$ cat config.mk
export PLATFORM = sky130hd
export DESIGN_NAME = mult_datapath_flat
export DESIGN_NICKNAME = d
export VERILOG_FILES = /design/src/rtl/mult_pkg.sv /design/src/rtl/mult_datapath_if.sv /design/src/rtl/mult_datapath_adder9.sv /design/src/rtl/mult_datapath.sv /design/src/flat_wrapper.sv
export SDC_FILE = /design/constraint.sdc
export NUM_CORES = 1
export LEC_CHECK = 0
export ABC_AREA = 1
export BUFFER_PORTS_ARGS = -buffer_cell sky130_fd_sc_hd__buf_2
export CAP_MARGIN = 5
export CORE_MARGIN = 2
export CORE_UTILIZATION = 57
export CTS_CLUSTER_DIAMETER = 50
export DETAILED_ROUTE_END_ITERATION = 8
export GPL_TIMING_DRIVEN = 0
export PLACE_DENSITY = 0.93
export SLEW_MARGIN = 5
export SYNTH_ARGS = -nofsm -noshare
export SYNTH_HDL_FRONTEND = slang
export SYNTH_SLANG_ARGS = --single-unit
$ cat constraint.sdc
create_clock -name Clk -period 2.58 [get_ports Clk]
set_input_delay 0.516 -clock Clk [delete_from_list [all_inputs] [get_ports Clk]]
set_output_delay 0.516 -clock Clk [all_outputs]
set_load 0.05 [all_outputs]
$ cat src/rtl/mult_pkg.sv
// mult_pkg: shared definitions for the signed add-shift multiplier datapath.
//   WIDTH      default operand width (A, B, S and each product half)
//   CNT_W      default shift-counter width; must be able to hold WIDTH
//   op_t       operation selected for the current cycle
//   op_select  resolves simultaneous control strobes to one operation
package mult_pkg;

  localparam int WIDTH = 8;
  localparam int CNT_W = 4;

  typedef enum logic [2:0] {
    OP_NONE  = 3'd0,
    OP_CLRLD = 3'd1,
    OP_ADD   = 3'd2,
    OP_SUB   = 3'd3,
    OP_SHIFT = 3'd4
  } op_t;

  // Fixed priority: Clr_Ld > Sub > Add > Shift. Losing strobes are dropped
  // entirely, so a dropped Shift does not bump the counter either.
  function automatic op_t op_select(input logic clr_ld,
                                    input logic sub,
                                    input logic add,
                                    input logic shift);
    op_t op;
    op = OP_NONE;
    if (clr_ld)      op = OP_CLRLD;
    else if (sub)    op = OP_SUB;
    else if (add)    op = OP_ADD;
    else if (shift)  op = OP_SHIFT;
    return op;
  endfunction

endpackage

$ cat src/rtl/mult_datapath_if.sv
// mult_datapath_if: control strobes, switch operand and register readback
// between the multiplier control FSM (master) and the datapath (slave).
//   Clr_Ld/Shift/Add/Sub  control strobes from the FSM
//   S                     switch operand (multiplicand, or multiplier on load)
//   Aval/Bval             accumulator / multiplier registers (product halves)
//   X                     sign-extension bit
//   M                     Bval[0], steers add/subtract in the FSM
//   Cnt/Done              shifts since last load / all shifts complete
interface mult_datapath_if
  import mult_pkg::*;
  #(parameter int WIDTH = mult_pkg::WIDTH,
    parameter int CNT_W = mult_pkg::CNT_W);

  logic             Clr_Ld;
  logic             Shift;
  logic             Add;
  logic             Sub;
  logic [WIDTH-1:0] S;
  logic [WIDTH-1:0] Aval;
  logic [WIDTH-1:0] Bval;
  logic             X;
  logic             M;
  logic [CNT_W-1:0] Cnt;
  logic             Done;

  modport master (
    output Clr_Ld, Shift, Add, Sub, S,
    input  Aval, Bval, X, M, Cnt, Done
  );

  modport slave (
    input  Clr_Ld, Shift, Add, Sub, S,
    output Aval, Bval, X, M, Cnt, Done
  );

endinterface

$ cat src/rtl/mult_datapath_adder9.sv
// adder9: combinational (WIDTH+1)-bit signed add/subtract.
//   a    accumulator operand, sign-extended internally
//   b    switch operand, sign-extended internally
//   sub  0: a + b, 1: a - b (invert b plus carry-in)
//   sum  WIDTH+1-bit result; top bit feeds the X register
module adder9 #(
  parameter int WIDTH = mult_pkg::WIDTH
) (
  input  logic [WIDTH-1:0] a,
  input  logic [WIDTH-1:0] b,
  input  logic             sub,
  output logic [WIDTH:0]   sum
);

  logic [WIDTH:0] a_ext;
  logic [WIDTH:0] b_ext;
  logic [WIDTH:0] b_mod;

  assign a_ext = {a[WIDTH-1], a};
  assign b_ext = {b[WIDTH-1], b};

  // Two's-complement subtract: invert the operand and inject the carry.
  assign b_mod = sub ? ~b_ext : b_ext;
  assign sum   = a_ext + b_mod + {{WIDTH{1'b0}}, sub};

endmodule

$ cat src/rtl/mult_datapath.sv
// mult_datapath: register/arithmetic datapath of the signed add-shift
// multiplier. Holds accumulator A, multiplier B, sign bit X and a shift
// counter; executes one FSM-requested operation per rising Clk edge.
//   Clk    system clock
//   Reset  asynchronous, active-low reset
//   bus    slave side of mult_datapath_if (strobes, S, register readback)
module mult_datapath
  import mult_pkg::*;
#(
  parameter int WIDTH = mult_pkg::WIDTH,
  parameter int CNT_W = mult_pkg::CNT_W
) (
  input  logic           Clk,
  input  logic           Reset,
  mult_datapath_if.slave bus
);

  localparam logic [CNT_W-1:0] CNT_FULL = CNT_W'(WIDTH);

  logic [WIDTH-1:0] a_q;
  logic [WIDTH-1:0] b_q;
  logic             x_q;
  logic [CNT_W-1:0] cnt_q;
  logic [WIDTH:0]   sum;
  logic             do_sub;
  op_t              op;

  assign op     = op_select(bus.Clr_Ld, bus.Sub, bus.Add, bus.Shift);
  assign do_sub = (op == OP_SUB);

  adder9 #(.WIDTH(WIDTH)) u_adder9 (
    .a   (a_q),
    .b   (bus.S),
    .sub (do_sub),
    .sum (sum)
  );

  always_ff @(posedge Clk or negedge Reset) begin
    if (!Reset) begin
      a_q   <= '0;
      b_q   <= '0;
      x_q   <= 1'b0;
      cnt_q <= '0;
    end else begin
      case (op)
        OP_CLRLD: begin
          a_q   <= '0;
          x_q   <= 1'b0;
          b_q   <= bus.S;
          cnt_q <= '0;
        end
        OP_ADD, OP_SUB: begin
          x_q <= sum[WIDTH];
          a_q <= sum[WIDTH-1:0];
        end
        OP_SHIFT: begin
          // Arithmetic right shift of {X,A,B}: X replicates into A's MSB.
          a_q <= {x_q, a_q[WIDTH-1:1]};
          b_q <= {a_q[0], b_q[WIDTH-1:1]};
          // Data keeps shifting past the last iteration; only the count saturates.
          if (cnt_q != CNT_FULL) begin
            cnt_q <= cnt_q + 1'b1;
          end
        end
        default: begin
        end
      endcase
    end
  end

  assign bus.Aval = a_q;
  assign bus.Bval = b_q;
  assign bus.X    = x_q;
  assign bus.M    = b_q[0];
  assign bus.Cnt  = cnt_q;
  assign bus.Done = (cnt_q == CNT_FULL);

endmodule

$ cat src/flat_wrapper.sv
// flat-port wrapper written by rule: the top's interface ports become plain ports
module mult_datapath_flat import mult_pkg::*;
#(
  parameter int WIDTH = mult_pkg::WIDTH,
  parameter int CNT_W = mult_pkg::CNT_W
)
  (Clk, Reset, bus_Clr_Ld, bus_Shift, bus_Add, bus_Sub, bus_S, bus_Aval, bus_Bval, bus_X, bus_M, bus_Cnt, bus_Done);
  mult_datapath_if #(.WIDTH(WIDTH), .CNT_W(CNT_W)) bus_i ();
  input  logic Clk;
  input  logic Reset;
  input wire logic [$bits(bus_i.Clr_Ld)-1:0] bus_Clr_Ld;
  input wire logic [$bits(bus_i.Shift)-1:0] bus_Shift;
  input wire logic [$bits(bus_i.Add)-1:0] bus_Add;
  input wire logic [$bits(bus_i.Sub)-1:0] bus_Sub;
  input wire logic [$bits(bus_i.S)-1:0] bus_S;
  output wire logic [$bits(bus_i.Aval)-1:0] bus_Aval;
  output wire logic [$bits(bus_i.Bval)-1:0] bus_Bval;
  output wire logic [$bits(bus_i.X)-1:0] bus_X;
  output wire logic [$bits(bus_i.M)-1:0] bus_M;
  output wire logic [$bits(bus_i.Cnt)-1:0] bus_Cnt;
  output wire logic [$bits(bus_i.Done)-1:0] bus_Done;
  assign bus_i.Clr_Ld = bus_Clr_Ld;
  assign bus_i.Shift = bus_Shift;
  assign bus_i.Add = bus_Add;
  assign bus_i.Sub = bus_Sub;
  assign bus_i.S = bus_S;
  assign bus_Aval = bus_i.Aval;
  assign bus_Bval = bus_i.Bval;
  assign bus_X = bus_i.X;
  assign bus_M = bus_i.M;
  assign bus_Cnt = bus_i.Cnt;
  assign bus_Done = bus_i.Done;
  mult_datapath #(.WIDTH(WIDTH), .CNT_W(CNT_W)) u_core (.Clk(Clk), .Reset(Reset), .bus(bus_i));
endmodule
==> flow_summary.toml, run 1 <==
[clock_tree]
clk_pin_slew_worst_paths_ns = 0.12
holdBufCountCts = 0
post_cts_buffers = 0
cts_htree_levels = 1
cts_tree = "done"
cts_root_buf = "clkbuf_4"
tritoncts_num_sinks = 21
cts_resized = 0
cts_buffers = 3
cts_buffer_depth = 2
worstSkewPairLatency_ns = 0.32

[route]
wirelength_um = 3470
post_drt_wl_per_cell_um = 13.1
ant_nets = 0
top_layer = "met4"
dr.pass1.iters = 4
num_vias = 1458
wl_met1_um = 1470
dr.first_iter.drc_count = 42
drc = 0
vias_per_cell = 5.52
dr_wl_met2_um = 1660
route.met3.wl_um = 254

[worst_hold_path]
hold_path_class = "input pin to asynchronous set/reset pin"

[synth]
synth_area_per_cell_um2 = 7.62
netlist_area_um2 = 1480
yosys_warnings = 0
synth_cells = 194
ys_ff_latch = 21
yosysSeqAreaShare = 0.356
synth_cell_types = 25
mappedNetlistNets = 220

[die]
coreArea_um2 = 2480
die_x_um = 54.9
fp-row-count = 18
die_height_um = 54.9
start_util = 0.596
dieArea_um2 = 3020
io_pins = 37

[worst_setup_path]
r2r_slack_ns = 0.73
r2r_cells = 10
path_class = "flip-flop to output pin"
endpoint_kind = "output pin"
slowest_delay_ns = 0.45
crit_top_cell = "inv_1"
setup.worst_path.start = "u_core.bus.Cnt[0]"
r2r-end = "u_core.bus.X"
cp.depth = 5
cp_max_fo = 6
required_ns = 2.06
critical_path_buf_inv_count = 3
crit_end = "bus_Done"
cp-start-kind = "flip-flop"
crit_slowest_cell = "dfrtp_1"
crit_chain = "inv_1 -> ha_1 -> nand3_1 -> inv_1 -> buf_2"
critical_path_arrival_ns = 1.54
r2r_start = "u_core.bus.Aval[0]"
crit_family = "flip-flops"

[timing]
finalHoldViolations = 0
fin_setup_tns_ns = 0
period_minus_slack_ns = 2.05
period_share = 0.796
finalMaxSlewViolations = 0
rsz0062_at_grt = "no"
tightest_slew_ns = 0.479
setup_viol = 0
relSlewSlack = 0.680
finClkSkew_ns = 0.00180
fmax_mhz = 487

[grt]
grt_pass1_wl_um = 5770
grt.overflow.total = 0
grt_antenna_before_repair = 0
grt_max_degree = 22
first_global_vias = 1339
grt_usage = 0.271

[pwr]
powerDensity_nw_per_um2 = 850
switching_share = 0.527
power.switching_uw = 772
seqPwrFrac = 0.332
combinationalPowerShare = 0.554
p_int_uw = 693
clkPwrFrac = 0.114
power_leakage_nw = 0.960
p_total_mw = 1.47
ir_drop_mv = 0.724

[finish]
nets = 261
drive_gt1_frac = 0.231
n_antenna_cell = 0
stdcell_count = 264
syn_to_final_growth_pct = 16.6

[job]
maxCapViolCount = 0

[run_status]
status = "finished, final reports clean"

[placement]
dp.cells = 260
dp_hpwl_um = 2680
io_buffer_count = 36
gp_congestion = 0.888
## power groups by stage
stage / registers (mW) / clock network [mW] / logic [mW]
6_report: 0.487 / 0.167 / 0.811
3_3_place_gp: 0.490 / 0 / 0.782
3_5_place_dp: 0.493 / 0 / 0.804
5_1_grt: 0.497 / 0.185 / 0.902
4_1_cts: 0.486 / 0.166 / 0.810
2_1_floorplan: 0.739 / 0 / 0.366
## cells in the mapped netlist (all sizes together)
cell type,count,area [um^2]
nand2,60,250
clkbuf,1,3.75
nand3,26,143
or2,1,6.26
fa,1,20.0
inv,28,105
xor2,6,52.6
nor2,4,22.5
buf,2,15.0
dfrtp,21,526
o211ai,5,37.5
o221ai,1,8.76
xnor2,2,17.5
o21ai,9,45.0
ha,11,138
o21a,1,7.51
a21boi,1,7.51
a21oi,12,60.1
nand4,2,12.5
## through the flow
step                      setup WS (ns)  cell area (um^2)  hold WS [ns]   util
after floorplan                   0.647              1480         0.220      -
after global placement            0.351              1700         0.487  0.684
after detailed placement          0.286              1700         0.500  0.684
after CTS                         0.525              1720         0.146  0.695
after global routing              0.433              1720         0.159  0.695
final                             0.526              1720         0.125  0.695
## placed cells by master, fill, tap and decap left out, drive strengths merged
cell / synthesis / layout
o21ai: 9 / 9
buf: 2 / 38
a21boi: 1 / 1
xor2: 6 / 6
ha: 11 / 11
o21a: 1 / 1
clkbuf: 1 / 4
dfrtp: 21 / 21
nand2: 60 / 60
o211ai: 5 / 5
fa: 1 / 1
o221ai: 1 / 1
nor2: 4 / 4
clkinv: 0 / 1
xnor2: 2 / 2
a21oi: 12 / 12
nand3: 26 / 26
or2: 1 / 1
inv: 28 / 28
nand4: 2 / 2
## layout make-up
cell class,instances,area (um^2)
Fill cell,217,754
Inverter,28,105
Multi-Input combinational cell,142,828
Clock buffer,3,22.5
Tap cell,30,37.5
Buffer,3,18.8
Timing Repair Buffer,36,180
Sequential cell,21,526
Clock inverter,1,5.00
## worst min-delay path by stage
stage / from / end / slack [ns] / cells after the start
2_1_floorplan: Reset / u_core.bus.Aval[0] / 0.22 / 0
3_3_place_gp: Reset / u_core.bus.Cnt[1] / 0.49 / 1
3_5_place_dp: Reset / u_core.bus.Cnt[1] / 0.50 / 1
4_1_cts: Reset / u_core.bus.X / 0.15 / 1
5_1_grt: Reset / u_core.bus.X / 0.16 / 1
6_report: Reset / u_core.bus.Cnt[1] / 0.13 / 1
## layer usage
| layer | vias to the layer above | track usage |
|---|---|---|
| li1 | 712 | - |
| met1 | 680 | 0.341 |
| met2 | 59 | 0.468 |
| met3 | 7 | 0.0349 |
| met4 | 0 | 0.110 |
| met5 | - | 0 |
## state kept, by name, summed over array words and instances, names as in the netlist
signal / count
u_core.bus.Aval: 8
u_core.bus.Bval: 8
u_core.bus.Cnt: 4
u_core.bus.X: 1
## cells by family after synthesis
logic type / after synthesis / synth area share
xor gates and xnor gates: 8 / 0.0474
buffers and inverters: 31 / 0.0838
AOI/OAI and AO/OA: 29 / 0.113
DFF: 21 / 0.356
adders and majority gates: 12 / 0.107
and+or+nand+nor: 93 / 0.294
Power figures use the tool's default switching activity.
==> run 2, diff against run 1 <==
ABC_AREA = 0   (was 1)
CORE_UTILIZATION = 47   (was 57)
PLACE_DENSITY = 0.83   (was 0.93)
clock period = 1.7 ns   (was 2.58 ns; I/O delays follow)
==> run 2 against run 1 <==
  * The flow now finishes with violations (negative setup slack)
  * Largest cell class unchanged
  * Highest routed layer unchanged
  * Critical path type is now flip-flop to flip-flop
  * Sequential power grew 37%
  * Clock-buffer cell count is the same
  * Power up 46%
  * Die area increased by 18%
  * Hold slack improved by 0.13 ns
  * Clock power grew 54%
  * Design area grew 16%
==> flow_summary.toml, run 2 <==
[worst_hold_path]
whs_path_depth = 3
hold_path_class = "input pin to flip-flop"
hold_end = "u_core.bus.Bval[7]"
worstHoldStart = "bus_S[7]"

[placement]
io_buffer_count = 36
gp_congestion = 0.815
place_ws_ns = -0.575
dp.cells = 219
dpl-instance-area_um2 = 1730
dp_hpwl_um = 2590

[die]
fp-row-count = 20
coreArea_um2 = 3000
die_height_um = 59.6
die_x_um = 59.6
dieArea_um2 = 3550
start_util = 0.483
io_pins = 37

[synth]
async_reset_ff_frac = 1.00
ys_ff_latch = 21
synthTopCellsByCount = "dfrtp_1, mux2i_1, nand2_1"
yosys_warnings = 0
synth_area_per_cell_um2 = 9.68
synth_cells = 150
yosys.area.top_type_share = 0.362
synth_area_leader_cell = "dfrtp_1"
netlist_area_um2 = 1450
synth_flop_cell = "dfrtp_1"
yosysSeqAreaShare = 0.362
synth_cell_types = 35
mappedNetlistNets = 176
post-synth-top-count-cell = "dfrtp_1"
synth_edf_count = 0
ys_top_cells_by_area = "dfrtp_1, mux2i_1, ha_1"

[worst_setup_path]
critical_path_buf_inv_count = 0
endpoint_kind = "flip-flop"
setup.worst_path.start = "u_core.bus.Aval[0]"
crit_chain = "a21o_1 -> fa_2 -> nand3_2 -> nand2_4 -> a31oi_4 -> xnor2_2 -> a221oi_2"
crit_slowest_cell = "dfrtp_2"
r2r_cells = 7
r2r_start = "u_core.bus.Aval[0]"
cp_max_fo = 2
r2r-end = "u_core.bus.Aval[6]"
crit_family = "compound AO/OA/AOI/OAI gates"
critical_path_arrival_ns = 2.02
r2r_slack_ns = -0.08
slowest_delay_ns = 0.44
required_ns = 1.93
cp-start-kind = "flip-flop"
path_class = "flip-flop to flip-flop"

[pwr]
p_total_mw = 2.14
p_int_mw = 1.13
powerDensity_nw_per_um2 = 1070
clkPwrFrac = 0.120
seqPwrFrac = 0.313
combinationalPowerShare = 0.567
power.switching_mw = 1.01
power_leakage_nw = 0.935
ir_drop_mv = 0.764
switching_share = 0.471

[finish]
syn_to_final_growth_pct = 37.4
finalInstanceArea_um2 = 1990
layout_commonest_cell = "buf_2"
stdcell_count = 232
n_antenna_cell = 0
nets = 226
layout_common_cells = "buf_2, dfrtp_1, mux2i_1, nand2_1, o21ai_1"
post-route-util = 0.664
drive_gt1_frac = 0.442

[timing]
tightest_slew_ns = 0.565
setup_viol = 5
finClkSkew_ns = 0.00156
period_minus_slack_ns = 1.78
period_share = 1.05
fmax_mhz = 561
relSlewSlack = 0.624
fin_ws_ns = -0.0822
rsz0062_at_grt = "yes"
finalHoldViolations = 0
finalMaxSlewViolations = 0

[route]
dr.first_iter.drc_count = 60
drc = 0
post_drt_wl_per_cell_um = 16.6
dr.pass1.iters = 4
ant_nets = 0
wirelength_um = 3860
vias_per_cell = 5.56
num_vias = 1289

[grt]
grt_usage = 0.225
grt_pass1_wl_um = 6000
grt_antenna_before_repair = 0
first_global_vias = 1292
grt.overflow.total = 0
grt_max_degree = 22

[clock_tree]
cts_tree = "done"
cts_buffers = 3
cts_buffer_depth = 2
cts_htree_levels = 1
worstSkewPairLatency_ns = 0.32
clk_pin_slew_worst_paths_ns = 0.12
cts_root_buf = "clkbuf_4"
tritoncts_num_sinks = 21

[run_status]
status = "complete, but fails checks"
violations = "negative setup slack"

[job]
maxCapViolCount = 0
## run 2: changes by cell type after synthesis, sizes merged, moves of 4 or more
| cell | delta |
|---|---|
| o211ai | -5 |
| o21ai | +4 |
| inv | -23 |
| a211oi | +6 |
| nor2 | +6 |
| mux2i | +15 |
| xnor2 | +9 |
| clkbuf | +4 |
| nand3 | -25 |
| nand2 | -45 |
## run 2: tightest hold or removal path, cell delays in order
cell     delay (ns)
buf_2          0.10
nand2_1        0.05
o21ai_1        0.06
## run 2: final cells by class
class,count,area [um^2]
inverters,5,18.8
clock inverters,1,5.00
well taps,33,41.3
fillers,260,1010
multi-input cells,116,1060
flip-flops and latches,21,531
repair buffers,46,282
clock buffers,3,22.5
plain buffers,7,35.0
## run 2: per-layer routing
layer	vias up	track usage	wire length (um)
met1	623	0.282	1680
met5	-	0	0
met4	0	0.0698	40
met2	39	0.397	1980
li1	622	-	-
met3	5	0.0328	159
## run 2: power by group through the flow
stage,clock network (mW),registers [mW],logic (mW)
final,0.257,0.669,1.21
after global routing,0.293,0.679,1.30
after CTS,0.260,0.658,1.09
after detailed placement,0,0.671,0.966
after global placement,0,0.667,0.942
after floorplan,0,0.907,0.504
## run 2: kinds of logic after synthesis
| group | after synthesis | synth area share |
|---|---|---|
| mux | 15 | 0.103 |
| compound gates | 37 | 0.165 |
| buf+inv | 13 | 0.0397 |
| fa+ha+maj | 12 | 0.109 |
| simple gates | 37 | 0.131 |
| flops | 21 | 0.362 |
| xor+xnor | 15 | 0.0905 |
## run 2: metrics by stage
step                hold slack [ns]  TNS [ns]
floorplan                    0.0444    -0.898
global placement              0.326     -2.84
global route                  0.254    -0.465
finish                        0.258    -0.179
detailed placement            0.332     -3.21
CTS                           0.258    -0.231
## run 2: timing repair
item	CTS	global route
hold buffers	1	0
cloned	0	0
endpoints found under the hold margin	21	0
setup buffers	6	3
resized for setup	16	18
pin swaps	14	8
setup endpoints to repair	7	6
## run 2: worst max path at each step
stage,to,cells after the start,slack (ns)
6_report,u_core.bus.Aval[6],7,-0.08
5_1_grt,u_core.bus.Aval[6],7,-0.13
4_1_cts,u_core.bus.Aval[6],7,-0.10
3_3_place_gp,u_core.bus.Aval[6],10,-0.54
2_1_floorplan,u_core.bus.Aval[7],9,-0.22
3_5_place_dp,u_core.bus.Aval[6],10,-0.57
